`config.mk`:
```
export PLATFORM = sky130hd
export DESIGN_NAME = motor_duty_scheduler
export DESIGN_NICKNAME = d
export VERILOG_FILES = /design/src/rtl/motor_duty_scheduler.sv
export SDC_FILE = /design/constraint.sdc
export NUM_CORES = 1
export LEC_CHECK = 0
export ABC_AREA = 0
export BUFFER_PORTS_ARGS = -buffer_cell sky130_fd_sc_hd__buf_2
export CORE_MARGIN = 3
export CORE_UTILIZATION = 26
export DETAILED_ROUTE_END_ITERATION = 8
export PLACE_DENSITY = 0.41
export SLEW_MARGIN = 10
export SYNTH_ARGS = -nofsm -noshare
export SYNTH_HDL_FRONTEND = slang
export SYNTH_SLANG_ARGS = --single-unit
```
`constraint.sdc`:
```
create_clock -name clk_in -period 7 [get_ports clk_in]
set_input_delay 0 -clock clk_in [delete_from_list [all_inputs] [get_ports clk_in]]
set_output_delay 0 -clock clk_in [all_outputs]
set_load 0.1 [all_outputs]
```
`src/rtl/motor_duty_scheduler.sv`:
```
// Left/right motor duty scheduler: one time-shared saturating adder computes
// base+corr and base-corr per update tick, with a staleness watchdog and enable gate.

module saturating_adder_signed_unsigned #(
    parameter int W = 8
) (
    input  logic [W-1:0] a,
    input  logic [W:0]   b,
    output logic [W-1:0] sum
);
    logic [W+1:0] full;

    // NOTE: every always_comb output gets a value on every path, so no latch is inferred.
    always_comb begin
        full = {2'b00, a} + {b[W], b};
        if (full[W+1]) begin
            sum = '0;
        end else if (full[W]) begin
            sum = '1;
        end else begin
            sum = full[W-1:0];
        end
    end
endmodule

module motor_duty_scheduler #(
    parameter int UNSIGNED_WIDTH = 8,
    parameter int TIMEOUT_TICKS  = 4
) (
    input  logic                      clk_in,
    input  logic                      rst_n_in,
    input  logic                      update_tick_in,
    input  logic                      enable_in,
    input  logic [UNSIGNED_WIDTH-1:0] base_speed_in,
    input  logic [UNSIGNED_WIDTH:0]   correction_in,
    input  logic                      correction_valid_in,
    output logic                      correction_ready_out,
    output logic [UNSIGNED_WIDTH-1:0] duty_left_out,
    output logic [UNSIGNED_WIDTH-1:0] duty_right_out,
    output logic                      duty_valid_out,
    output logic                      stale_out,
    output logic                      overrun_out
);
    localparam int W  = UNSIGNED_WIDTH;
    localparam int CW = $clog2(TIMEOUT_TICKS + 1);
    localparam logic [CW-1:0] TIMEOUT_C    = CW'(TIMEOUT_TICKS);
    localparam logic [W:0]    CORR_MIN     = {1'b1, {W{1'b0}}};
    localparam logic [W:0]    CORR_NEG_SAT = {1'b0, {W{1'b1}}};

    typedef enum logic [1:0] {IDLE, CALC_L, CALC_R, COMMIT} state_t;
    state_t state_q, state_d;

    logic [W:0]    corr_q;
    logic [W:0]    neg_corr;
    logic [W:0]    adder_b;
    logic [W-1:0]  adder_sum;
    logic [W-1:0]  left_q;
    logic [CW-1:0] wd_count_q;
    logic          accepted_q;
    logic          accept;
    logic          start;
    logic          force_zero;

    assign accept     = correction_valid_in && correction_ready_out;
    assign start      = update_tick_in && (state_q == IDLE);
    assign stale_out  = (wd_count_q == TIMEOUT_C);
    assign force_zero = stale_out || !enable_in;

    // -(-2^W) does not fit in W+1 signed bits, so it clamps to the largest positive value.
    assign neg_corr = (corr_q == CORR_MIN) ? CORR_NEG_SAT : (~corr_q + 1'b1);
    assign adder_b  = (state_q == CALC_R) ? neg_corr : corr_q;

    saturating_adder_signed_unsigned #(.W(W)) u_adder (
        .a   (base_speed_in),
        .b   (adder_b),
        .sum (adder_sum)
    );

    always_comb begin
        state_d = state_q;
        case (state_q)
            IDLE:    if (update_tick_in) state_d = CALC_L;
            CALC_L:  state_d = CALC_R;
            CALC_R:  state_d = COMMIT;
            COMMIT:  state_d = IDLE;
            default: state_d = IDLE;
        endcase
    end

    // NOTE: sequential state uses non-blocking assignments so every register samples pre-edge values.
    always_ff @(posedge clk_in or negedge rst_n_in) begin
        if (!rst_n_in) begin
            state_q              <= IDLE;
            correction_ready_out <= 1'b0;
        end else begin
            state_q              <= state_d;
            correction_ready_out <= (state_d == IDLE) || (state_d == COMMIT);
        end
    end

    // A tick with no accept since the previous tick ages the correction.
    always_ff @(posedge clk_in or negedge rst_n_in) begin
        if (!rst_n_in) begin
            corr_q     <= '0;
            wd_count_q <= '0;
            accepted_q <= 1'b0;
        end else begin
            if (accept) begin
                corr_q <= correction_in;
            end
            if (start) begin
                accepted_q <= 1'b0;
                if (accept) begin
                    wd_count_q <= '0;
                end else if (!accepted_q && (wd_count_q != TIMEOUT_C)) begin
                    wd_count_q <= wd_count_q + 1'b1;
                end
            end else if (accept) begin
                accepted_q <= 1'b1;
                wd_count_q <= '0;
            end
        end
    end

    always_ff @(posedge clk_in or negedge rst_n_in) begin
        if (!rst_n_in) begin
            left_q         <= '0;
            duty_left_out  <= '0;
            duty_right_out <= '0;
            duty_valid_out <= 1'b0;
            overrun_out    <= 1'b0;
        end else begin
            if (state_q == CALC_L) begin
                left_q <= adder_sum;
            end
            // The right result goes straight to the output so duties land three cycles after the tick.
            if (state_q == CALC_R) begin
                duty_left_out  <= force_zero ? '0 : left_q;
                duty_right_out <= force_zero ? '0 : adder_sum;
            end
            duty_valid_out <= (state_q == CALC_R);
            overrun_out    <= update_tick_in && (state_q != IDLE);
        end
    end
endmodule

```
==> out/results.tsv <==
stage	metric	value	unit
floorplanning	die_h	102.6	um
final_layout	drive_above_1_share	22.22	%
clock_tree	cts_setup_buffers	0	
critical_path	worstPathArrival	4380	ps
critical_path	worstPathCellList	inv_1 > ha_1 > clkinv_1 > nor2_1 > xnor2_1 > nand2_1 > ha_1 > nand2b_1 > a21o_1 > nand3_1 > a21boi_1 > o311ai_1	
yosys	synth.distinct_cells	47	
routing	via_per_inst	4.997	
routing	drc	0	
timing	worst_pin_slew	1195	ps
timing	slew-limit-headroom	20.17	%
yosys	synth_compound_area_share	21.43	%
yosys	yosys_warnings	0	
floorplanning	dieWidth	102.6	um
timing	finalSetupViolations	0	
critical_path	reg2reg_from	state_q[0]$_DFF_PN0_	
timing	period_needed	4236	ps
grt	antenna_found_initial	0	
clock_tree	cts_tree	done	
yosys	yosysSeqAreaShare	43.28	%
floorplanning	die_area	10540	sq um
final_layout	fin_area	2947	sq um
clock_tree	cts_root_buffer	clkbuf_8	
placed_design	placed_cell_area	2731	sq um
yosys	synth_fa_ha_area_share	8.552	%
clock_tree	htreeDepth	2	
clock_tree	clkSinkCount	42	
min_path	hp-start	base_speed_in[0]	
critical_path	crit_family	compound AO/OA/AOI/OAI gates	
routing	drt_first_pass_iters	4	
flow_run	max_cap_violations	0	
yosys	syn_nets	273	
critical_path	startpoint_type	register	
routing	drtIter0Drc	56	
critical_path	path_max_fanout	17	
critical_path	crit_required	7140	ps
placed_design	gp_congestion	0.8011	
timing	fin_skew	10.26	ps
critical_path	worstSetupStartpoint	state_q[0]$_DFF_PN0_	
routing	wl_per_cell	15.25	um
final_layout	nets	325	
routing	num_vias	1979	
timing	rsz0062_at_grt	no	
grt	grt_pass1_vias	2019	
floorplanning	std_cell_rows	34	
timing	setup_tns	0	ps
yosys	synthSimpleGateAreaFrac	14.27	%
floorplanning	core-area	8891	sq um
grt	grt_pass1_wl	10100	um
critical_path	worst_setup_path_end_kind	register	
timing	fin_crit_sh	60.52	%
yosys	synth_top_family_by_area	compound AO/OA/AOI/OAI gates	
final_layout	final_common_cell	dfrtp_1	
routing	drt-total-wl	6040	um
yosys	synth.mux.area_fraction	4.997	%
clock_tree	cts_buffers	5	
final_layout	final_cell_mix	42 x dfrtp_1, 41 x buf_2, 19 x nand2_1	
final_layout	syn_to_final_growth	21.33	%
timing	final-max-slew-violation-count	0	
critical_path	crit_top_cell	ha_1	
yosys	synth_cells	235	
timing	whs	169.5	ps
floorplanning	start_util	27.31	%
min_path	hold_class	in -> reg	
status	status	completed	
yosys	synth_area_per_cell	10.33	sq um
floorplanning	io_pins	42	
clock_tree	clk_latency	300	ps
grt	overflow	0	
critical_path	critPathKind	reg -> reg	
grt	grt_max_degree	43	
yosys	syn_area	2429	sq um
final_layout	antenna_cells	0	
timing	finalHoldViolCount	0	
routing	antenna_left	0	
critical_path	slowest_delay	910	ps
timing	timing.fmax	236.1	MHz
critical_path	cpMaxStageDelayCell	a21boi_1	
yosys	synthXorXnorAreaFrac	3.606	%
clock_tree	cts_buffer_depth	2	
critical_path	path_buf_inv	2	
clock_tree	clkTransAtPathRegs	90	ps
yosys	synth-seq-cells	42	
clock_tree	cts_resized	0	
clock_tree	cts_hold_buf	12	
grt	grtUsageTotal	12.51	%
placed_design	dp_hpwl	4348	um
placed_design	io_buffers	41	
cells by family after synthesis:
family                   after synthesis
AND/OR/NAND/NOR                       63
multiplexers                          11
adder cells (fa/ha/maj)               16
flip-flops                            42
AO/OA/AOI/OAI                         71
XOR/XNOR                              10
buffers and inverters                 22
layer usage:
layer	wire, um	global-route usage [%]	up-vias
met2	2677	18.77	50
li1	-	-	981
met1	2906	16.97	936
met3	304	3.789	12
met5	0	0	-
met4	151	4.642	0
worst min-delay path, delay by kind of cell:
family / cells / cell delay (ps)
adder cells (fa/ha/maj): 1 / 200
AND/OR/NAND/NOR: 1 / 90
buffers and inverters: 1 / 80
AO/OA/AOI/OAI: 1 / 70
per-stage QoR:
stage	cells	util, %	setup WS (ps)
after global routing	396	33.14	2252
after CTS	396	33.14	2736
after floorplan	235	-	3975
after global placement	376	30.72	2838
after detailed placement	376	30.72	2768
final	396	33.14	2764
Yosys cell counts (all sizes together):
cell type,n,area (sq um)
a211oi,1,7.510
a21boi,2,15.02
a21o,3,23.77
a21oi,11,55.05
a22o,8,70.07
a31o,1,8.760
a31oi,4,25.02
a32oi,5,43.79
a41oi,6,60.06
and3,3,18.77
and3b,1,8.760
buf,3,21.27
clkbuf,6,23.77
clkinv,1,3.750
dfrtp,42,1051
fa,1,20.02
ha,15,187.7
inv,12,45.04
mux2,9,101.4
mux2i,2,20.02
nand2,19,71.32
nand2b,6,37.54
nand3,8,40.04
nand4b,2,17.52
nor2,8,30.03
nor2b,9,56.30
nor3,1,5.000
nor3b,1,7.510
nor4,1,21.27
o211a,1,10.01
o211ai,1,7.510
o21a,2,15.01
o21ai,7,35.03
o22ai,1,6.260
o311ai,2,17.52
o31ai,16,120.1
or2,1,6.260
or3,1,7.510
or3b,1,8.760
or4b,1,10.01
xnor2,6,52.55
xor2,4,35.03
sequential cells by signal, indices dropped and copies added (netlist names):
register	flops
overrun_out	1
duty_valid_out	1
state_q	2
left_q	8
accepted_q	1
corr_q	9
duty_right_out	8
correction_ready_out	1
wd_count_q	3
duty_left_out	8
area by class of cell:
class / instances / area, sq um
fill: 921 / 5944
tap: 108 / 135.1
clock inverter: 2 / 12.51
timing repair buffer: 54 / 332.8
sequential: 42 / 1051
inverter: 13 / 48.80
clock buffer: 6 / 82.58
multi-input combinational: 171 / 1284
worst paths after layout:
kind,to,slack [ps],depth (start not counted)
worst max-delay path,left_q[0]$_DFFE_PN0N_,2760,12
worst min-delay path,left_q[0]$_DFFE_PN0N_,170,4
worst max register to register,left_q[0]$_DFFE_PN0N_,2760,12
worst min register to register,duty_left_out[3]$_DFFE_PN0N_,490,1
max in group asynchronous,duty_right_out[4]$_DFFE_PN0N_,6040,2
min in group asynchronous,wd_count_q[2]$_DFFE_PN0P_,370,2
Power is left out: the tool's default activity adds up to more than one toggle a clock period on the data nets, which glitch-free logic cannot reach.
